===== src/rtl/l1a_sched_pkg.sv =====
// Shared constants and helpers for the L1A trigger scheduler.
package l1a_sched_pkg;

    localparam int NREQ     = 3;
    localparam int SRC_W    = 2;
    localparam int SRC_EXT  = 0;
    localparam int SRC_RAN  = 1;
    localparam int SRC_JTAG = 2;
    localparam int CNT_W    = 16;

    function automatic logic [CNT_W-1:0] vote3(input logic [CNT_W-1:0] a,
                                               input logic [CNT_W-1:0] b,
                                               input logic [CNT_W-1:0] c);
        return (a & b) | (a & c) | (b & c);
    endfunction

    function automatic logic [1:0] popcount3(input logic [NREQ-1:0] v);
        return {1'b0, v[0]} + {1'b0, v[1]} + {1'b0, v[2]};
    endfunction

endpackage


===== src/rtl/l1a_window_cnt.sv =====
// Trigger-rule tracker: L1A history shift register plus a running count of
// L1As in the last WIN-1 cycles; says whether a grant is allowed this cycle.
module l1a_window_cnt #(
    parameter int WIN    = 25,
    parameter int MAXWIN = 2,
    parameter int GAP    = 2
) (
    input  logic clk,
    input  logic rst,
    input  logic fire,
    output logic ok
);

    // hist[k] mirrors the L1A output k cycles ago (hist[0] == current L1A)
    localparam int DEPTH = (WIN - 1 > GAP - 1) ? WIN - 1 : GAP - 1;
    localparam int CW    = $clog2(WIN + 1);
    localparam logic [DEPTH-1:0] SPACE_MASK = (DEPTH'(1) << (GAP - 1)) - DEPTH'(1);

    logic [DEPTH-1:0] hist;
    logic [CW-1:0]    cnt;
    logic             space_ok;
    logic             win_ok;

    always_ff @(posedge clk) begin
        if (rst) begin
            hist <= '0;
            cnt  <= '0;
        end else begin
            hist <= (hist << 1) | DEPTH'(fire);
            // entering and leaving in the same cycle cancel out
            cnt  <= cnt + CW'(fire) - CW'(hist[WIN-2]);
        end
    end

    assign space_ok = ~|(hist & SPACE_MASK);
    assign win_ok   = (cnt < CW'(MAXWIN));
    assign ok       = space_ok & win_ok;

endmodule


===== src/rtl/l1a_sched.sv =====
// Trigger scheduler: latches request pulses, grants by fixed priority under
// spacing/window rules, drops requests that wait too long, counts both.
module l1a_sched
    import l1a_sched_pkg::*;
#(
    parameter int TMR    = 0,
    parameter int WIN    = 25,
    parameter int MAXWIN = 2,
    parameter int GAP    = 2,
    parameter int HOLD   = 32
) (
    input  logic              CLK,
    input  logic              RST,
    input  logic              ENABLE,
    input  logic [NREQ-1:0]   REQ,
    input  logic              CNT_CLR,
    output logic              L1A,
    output logic [SRC_W-1:0]  L1A_SRC,
    output logic [NREQ-1:0]   DROP,
    output logic [NREQ-1:0]   PEND,
    output logic [CNT_W-1:0]  L1A_CNT,
    output logic [CNT_W-1:0]  DROP_CNT
);

    localparam int AW = $clog2(HOLD + 1);

    logic                      grant_ok;
    logic                      fire;
    logic [SRC_W-1:0]          gnt_src;
    logic [NREQ-1:0]           gnt_vec;
    logic [NREQ-1:0]           pend_nxt;
    logic [NREQ-1:0]           drop_nxt;
    logic [NREQ-1:0][AW-1:0]   age_q;
    logic [NREQ-1:0][AW-1:0]   age_nxt;
    logic [CNT_W-1:0]          l1a_cnt_nxt;
    logic [CNT_W-1:0]          drop_cnt_nxt;
    logic [CNT_W:0]            drop_sum;

    l1a_window_cnt #(
        .WIN    (WIN),
        .MAXWIN (MAXWIN),
        .GAP    (GAP)
    ) u_window (
        .clk  (CLK),
        .rst  (RST),
        .fire (fire),
        .ok   (grant_ok)
    );

    // lowest pending index wins
    always_comb begin
        gnt_src = '0;
        gnt_vec = '0;
        fire    = ENABLE & (|PEND) & grant_ok;
        for (int i = NREQ - 1; i >= 0; i--) begin
            if (PEND[i]) gnt_src = SRC_W'(i);
        end
        if (fire) gnt_vec[gnt_src] = 1'b1;
    end

    // grant beats timeout; a request colliding with a live pending one is dropped
    always_comb begin
        pend_nxt = '0;
        drop_nxt = '0;
        age_nxt  = '0;
        for (int i = 0; i < NREQ; i++) begin
            if (gnt_vec[i]) begin
                pend_nxt[i] = REQ[i];
            end else if (PEND[i]) begin
                if (age_q[i] == AW'(HOLD - 1)) begin
                    drop_nxt[i] = 1'b1;
                end else begin
                    pend_nxt[i] = 1'b1;
                    age_nxt[i]  = age_q[i] + AW'(1);
                    drop_nxt[i] = REQ[i];
                end
            end else begin
                pend_nxt[i] = REQ[i];
            end
        end
    end

    always_ff @(posedge CLK) begin
        if (RST) begin
            PEND    <= '0;
            age_q   <= '0;
            DROP    <= '0;
            L1A     <= 1'b0;
            L1A_SRC <= '0;
        end else begin
            PEND    <= pend_nxt;
            age_q   <= age_nxt;
            DROP    <= drop_nxt;
            L1A     <= fire;
            L1A_SRC <= fire ? gnt_src : '0;
        end
    end

    assign drop_sum     = {1'b0, DROP_CNT} + (CNT_W + 1)'(popcount3(DROP));
    assign l1a_cnt_nxt  = CNT_CLR ? '0 : L1A_CNT + CNT_W'(L1A);
    assign drop_cnt_nxt = CNT_CLR ? '0 : (drop_sum[CNT_W] ? '1 : drop_sum[CNT_W-1:0]);

    generate
        if (TMR != 0) begin : g_tmr
            logic [2:0][CNT_W-1:0] l1a_cnt_r;
            logic [2:0][CNT_W-1:0] drop_cnt_r;

            always_ff @(posedge CLK) begin
                if (RST) begin
                    l1a_cnt_r  <= '0;
                    drop_cnt_r <= '0;
                end else begin
                    l1a_cnt_r  <= {3{l1a_cnt_nxt}};
                    drop_cnt_r <= {3{drop_cnt_nxt}};
                end
            end

            assign L1A_CNT  = vote3(l1a_cnt_r[0], l1a_cnt_r[1], l1a_cnt_r[2]);
            assign DROP_CNT = vote3(drop_cnt_r[0], drop_cnt_r[1], drop_cnt_r[2]);
        end else begin : g_plain
            logic [CNT_W-1:0] l1a_cnt_r;
            logic [CNT_W-1:0] drop_cnt_r;

            always_ff @(posedge CLK) begin
                if (RST) begin
                    l1a_cnt_r  <= '0;
                    drop_cnt_r <= '0;
                end else begin
                    l1a_cnt_r  <= l1a_cnt_nxt;
                    drop_cnt_r <= drop_cnt_nxt;
                end
            end

            assign L1A_CNT  = l1a_cnt_r;
            assign DROP_CNT = drop_cnt_r;
        end
    endgenerate

endmodule

===== config.mk =====
export PLATFORM = sky130hd
export DESIGN_NAME = l1a_sched
export DESIGN_NICKNAME = d
export VERILOG_FILES = /design/src/rtl/l1a_sched_pkg.sv /design/src/rtl/l1a_window_cnt.sv /design/src/rtl/l1a_sched.sv
export SDC_FILE = /design/constraint.sdc
export NUM_CORES = 1
export LEC_CHECK = 0
export CORE_UTILIZATION = 54
export CTS_CLUSTER_DIAMETER = 60
export DETAILED_ROUTE_END_ITERATION = 10
export MAX_ROUTING_LAYER = met4
export PLACE_DENSITY = 0.84
export SLEW_MARGIN = 25
export SYNTH_ARGS = -nofsm -noshare
export SYNTH_HDL_FRONTEND = slang
export SYNTH_SLANG_ARGS = --single-unit

===== constraint.sdc =====
create_clock -name CLK -period 2.7 [get_ports CLK]
set_input_delay 0.54 -clock CLK [delete_from_list [all_inputs] [get_ports CLK]]
set_output_delay 0.54 -clock CLK [all_outputs]
set_load 0.02 [all_outputs]

# [Word level (Yosys, flattened, before mapping)]
# Cells that the tools add are included.
[word_totals] input_bits=7 register_bits=88 output_inout_bits=41 elab_cells=66
[op_classes] n_mux=19 reduce_logical=11 n_eq_ne=3 bitwise=8 n_addsub=9 order_cmp=3
[op_table] op="24-bit by 1-bit OR with 24-bit output" count=1
[op_table] op="6-bit by 1-bit adder with 6-bit output, second input constant" count=3
[op_table] op="6-bit by 5-bit equality test with 1-bit output, second input constant" count=3
[op_table] op="16-bit by 2-bit adder with 17-bit output" count=1
[op_table] op="16-bit by 1-bit adder with 16-bit output" count=1
[op_table] op="16-bit 2-to-1 mux" count=1
[op_table] op="1-bit 2-to-1 mux" count=13
[op_table] op="3-bit OR reduction" count=4
[op_table] op="4-bit OR reduction" count=3
[op_table] op="2-bit 2-to-1 mux" count=3
[op_table] op="5-bit by 1-bit adder with 5-bit output" count=1
[op_table] op="5-bit by 2-bit < comparator with 1-bit output, second input constant" count=1
[op_table] op="5-bit by 1-bit subtractor with 5-bit output" count=1
[op_table] op="1-bit inverter" count=4
[op_table] op="2-bit OR reduction" count=2
[op_table] op="1-bit bitwise AND" count=3
[op_table] op="2-bit by 3-bit < comparator with 1-bit output, second input constant" count=1
[op_table] op="3-bit 2-to-1 mux" count=1
[op_table] op="1-bit by 1-bit adder with 2-bit output" count=1
[op_table] op="2-bit by 1-bit adder with 2-bit output" count=1
[op_table] op="1-bit demux with 2-bit select" count=1
[op_table] op="2-bit by 1-bit >= comparator with 1-bit output, second input constant" count=1
[op_table] op="1-bit logical AND" count=1
[op_table] op="1-bit logical NOT" count=1

# [Longest topological paths before layout]
[depth] depth_word=9 ltp_mapped=11 ltp_nobuf=11

# [By module]
# Synthesis repeated with hierarchy kept, for this count alone.
[unflattened] hier_cells=367 area_unflattened_um2=3535.9
[by_module_without_submodules] module="l1a_sched" area_each_um2=2522.4 instances=1 seq_area_each_um2=1181.1 cells_per_inst=278
[by_module_without_submodules] module="l1a_window_cnt" area_each_um2=1013.5 instances=1 seq_area_each_um2=580.6 cells_per_inst=89

# [Worst setup path before layout]
# OpenSTA, ideal clock, no wires.
[synth_path] path_type="flip-flop to flip-flop" startpoint="register DROP[0]" endpoint="register g_plain.drop_cnt_r[2] (netlist: DROP_CNT[2])" setup_ns=0.070 required_time_ns=2.630 synth_period_minus_slack_ns=2.378 path_stages_with_launch=9 t_arrival_ns=2.307 path_buffers=1 path_slack_ns=0.322 cell_sequence="dfxtp_1 -> fa_1 -> ha_1 -> fa_1 -> nand3_1 -> nor4_4 -> nand4_2 -> buf_2 -> a21oi_1"
[synth_between] elab_chain_len=4
[synth_rtl] element="start, declared" line_no="l1a_sched.sv:19" source="output logic [NREQ-1:0] DROP,"
[synth_rtl] element="start signal, assigned" line_no="l1a_sched.sv:93" source="DROP <= drop_nxt;"
[synth_rtl] element="1-bit by 1-bit adder with 2-bit output" line_no="l1a_sched_pkg.sv:18" source="return {1'b0, v[0]} + {1'b0, v[1]} + {1'b0, v[2]};"
[synth_rtl] element="2-bit by 1-bit adder with 2-bit output" line_no="l1a_sched_pkg.sv:18"
[synth_rtl] element="16-bit by 2-bit adder with 17-bit output" line_no="l1a_sched.sv:99" source="assign drop_sum = {1'b0, DROP_CNT} + (CNT_W + 1)'(popcount3(DROP));"
[synth_rtl] element="16-bit 2-to-1 mux" line_no="l1a_sched.sv:101" source="assign drop_cnt_nxt = CNT_CLR ? '0 : (drop_sum[CNT_W] ? '1 : drop_sum[CNT_W-1:0]);"
[synth_rtl] element="end signal, assigned" line_no="l1a_sched.sv:130" source="drop_cnt_r <= drop_cnt_nxt;"
[synth_rtl] element="end, declared" line_no="l1a_sched.sv:122" source="logic [CNT_W-1:0] drop_cnt_r;"
# Every way passes these cells.
# A chain may end at the register's enable or synchronous reset.

# [Worst setup path in the final report]
[layout_path] startpoint="register DROP[0]" endpoint="register g_plain.drop_cnt_r[9] (netlist: DROP_CNT[9])"
# The elaborated chain is that of the path after synthesis.

==> flow_summary.toml <==
[status]
status = "completed"

[timing]
skew_ps = 8.16
final.setup.tns_ps = 0
setup_ws_ps = 221
worst_hold_slack_ps = 442
slew_headroom_pct = 66.2
rsz0062_at_grt = "false"
fin_crit_ps = 2480
fmax_mhz = 403
setup_viol = 0
drv_slew = 0
fin_crit_sh_pct = 91.8
worstMarginPinSlew_ps = 502
finalHoldViolations = 0

[placement]
preCtsSetupSlack_ps = 98.8
gp_congestion = 0.860
placed_cell_area_sq_mm = 0.00400
io_buffers = 47
hpwl_microns = 4600

[worst_setup_path]
critPathBufInv = 0
critPathArrivalTime_ps = 2760
worstPathCellList = "fa_1 > ha_1 > fa_1 > nand3_1 > nor4_4 > nand4_4 > a21oi_1"
cp-startpoint = "DROP[0]"
critical_path.max_stage_delay_ps = 540
r2r_start = "DROP[0]"
timing.critical_path.fanout_max = 13
worstPathRequired_ps = 2980
r2r_cells = 7
slowest_stage = "fa_1"
crit_path_frequent_cell = "fa_1"
start_kind = "register"
critPathTopFamily = "adder cells"
regToRegEndpoint = "DROP_CNT[9]"
cp-end-kind = "register"
setup.worst_path.end = "DROP_CNT[9]"
rrSetupSlack_ps = 220
path_class = "register to register"
cp.depth = 7

[cells_and_area]
diodes = 0
n_fill_cell = 480
syn2layout_area_growth_pct = 22.3
drive_above_1_share_pct = 6.76
nNetsFinal = 436
fin_area_sq_mm = 0.00421

[power]
p_leak_nw = 1.53
power.density_mw_per_mm2 = 644
vdd_drop_max_uv = 547

[die]
io-pin-count = 48
dieWidth_microns = 81.9
dieArea_sq_mm = 0.00670
die_h_microns = 81.9
num_rows = 28
start_util_pct = 57.1
coreArea_sq_mm = 0.00603

[synth]
yosysTopAreaCell = "dfxtp_1"
synth-seq-area-share_pct = 50.6
synth-edff-count = 0
syn-cell-area_sq_mm = 0.00344
synth_cells = 358
synth-seq-cells = 87
synth_area_per_cell_sq_um = 9.62
synth.most_common_cell = "dfxtp_1"
synth_commonest_cells = "87 x dfxtp_1, 43 x nor2_1, 26 x nor2b_1"
synth_top_cells_by_area = "dfxtp_1 51%, xnor2_1 6.1%, ha_1 5.5%"
synth_warnings = 0
ys_types = 36
ys_async_sr_fraction_pct = 0
synth_nets = 383
netlist.area_leader.share_pct = 50.6
dominantRegCellSynth = "dfxtp_1"

[worst_hold_path]
hp-class = "register to register"

[clock_network]
numCtsBuffers = 9
cts-root-buf = "clkbuf_8"
ctsLongestPathBuffers = 2
cts_tree = "yes"
cts.sinks = 87
insertion_delay_ps = 340
cts.clk_slew.worst_paths_ps = 80
htree_levels = 3

[drt]
antenna_left = 0
drcViolationCount = 0
viasPerCell = 5.31
first_iter_violations = 110
drt_wl_total_microns = 6310
routedWlPerCell_microns = 12.9
num_vias = 2599
drt_first_pass_iters = 4

[job]
drv_cap = 0

[global_routing]
antenna_found_initial = 0
grt_usage_pct = 21.7
grt_pass1_wl_microns = 10800
grt_max_degree = 30
overflow = 0
grt_pass1_vias = 2498
==> report_power, final <==
| part | switching, mW | leakage, nW | total [mW] | internal, mW |
|---|---|---|---|---|
| Clock | 0.414 | 0.105 | 0.920 | 0.506 |
| Combinational | 0.219 | 0.722 | 0.411 | 0.192 |
| Sequential | 0.0391 | 0.703 | 1.38 | 1.34 |
| Total | 0.672 | 1.53 | 2.71 | 2.04 |
==> timing repair <==
item                                    in CTS  in global routing
endpoints found under the setup margin       0                 13
gates resized for setup                      0                  1
setup buffers                                0                  0
hold buffers                                 0                  0
endpoints found under the hold margin        0                  0
==> sequential cells by signal, summed over array words and instances, names as in the netlist <==
name	flops
DROP	3
DROP_CNT	16
L1A_CNT	16
L1A_SRC	2
PEND	3
age_q	18
u_window.cnt	5
u_window.hist	24
==> worst reg2reg max path, stage by stage, from the launching register on <==
cell and delay (ps):
dfxtp_1 330, fa_1 540, ha_1 180, fa_1 240, nand3_1 200, nor4_4 450, nand4_4 260, a21oi_1 210
==> per-layer routing <==
layer,vias to the layer above,routed length [microns],global-route usage (%)
met1,1215,2850,25.9
met3,12,320,5.67
met4,0,103,10.0
met5,-,0,-
li1,1309,-,-
met2,63,3030,34.1
==> cells in the final DEF (no fill, tap or decap), types with 15 or more instances in the layout <==
cell	Yosys	layout
xnor2_1	24	24
nor2_1	43	43
ha_1	15	15
clkdlybuf4s50_1	0	47
nor2b_1	26	26
dfxtp_1	87	87
nand3_1	16	16
inv_1	19	19
nand2_1	15	15
a21oi_1	23	23
==> how the worst min path moves through the flow <==
stage                      start  slack [ps]  cells after the start                end
2_1_floorplan          age_q[12]         410                      1          age_q[12]
3_3_place_gp   u_window.hist[10]         420                      1  u_window.hist[11]
3_5_place_dp   u_window.hist[14]         420                      1  u_window.hist[15]
4_1_cts         u_window.hist[8]         440                      1   u_window.hist[9]
5_1_grt        u_window.hist[20]         460                      1  u_window.hist[21]
6_report       u_window.hist[21]         440                      1  u_window.hist[22]
==> logic make-up (layout without fill, tap and decap cells) <==
group	after synthesis	after routing	share of synthesized area [%]
buf+inv	28	84	3.09
simple gates	154	154	24.4
xor+xnor	35	35	8.90
fa+ha+maj	18	18	7.19
flops	87	87	50.6
compound gates	36	36	5.81
==> per-stage QoR <==
step / utilization (%) / std cells / power [mW]
finish: 69.9 / 489 / 2.71
global route: 69.9 / 489 / 2.84
CTS: 69.7 / 489 / 2.73
detailed placement: 66.4 / 475 / 1.82
global placement: 66.4 / 475 / 1.80
floorplan: - / 358 / 1.69
==> cell type report <==
class | instances | area (sq um) | area share, %
clock buffer | 9 | 124 | 2.94
timing repair buffer | 51 | 500 | 11.9
sequential | 87 | 1740 | 41.4
clock inverter | 5 | 75.1 | 1.78
tap | 75 | 93.8 | 2.23
inverter | 19 | 71.3 | 1.69
multi-input combinational | 243 | 1600 | 38.1
No activity file was read; power rests on OpenSTA's default activity.
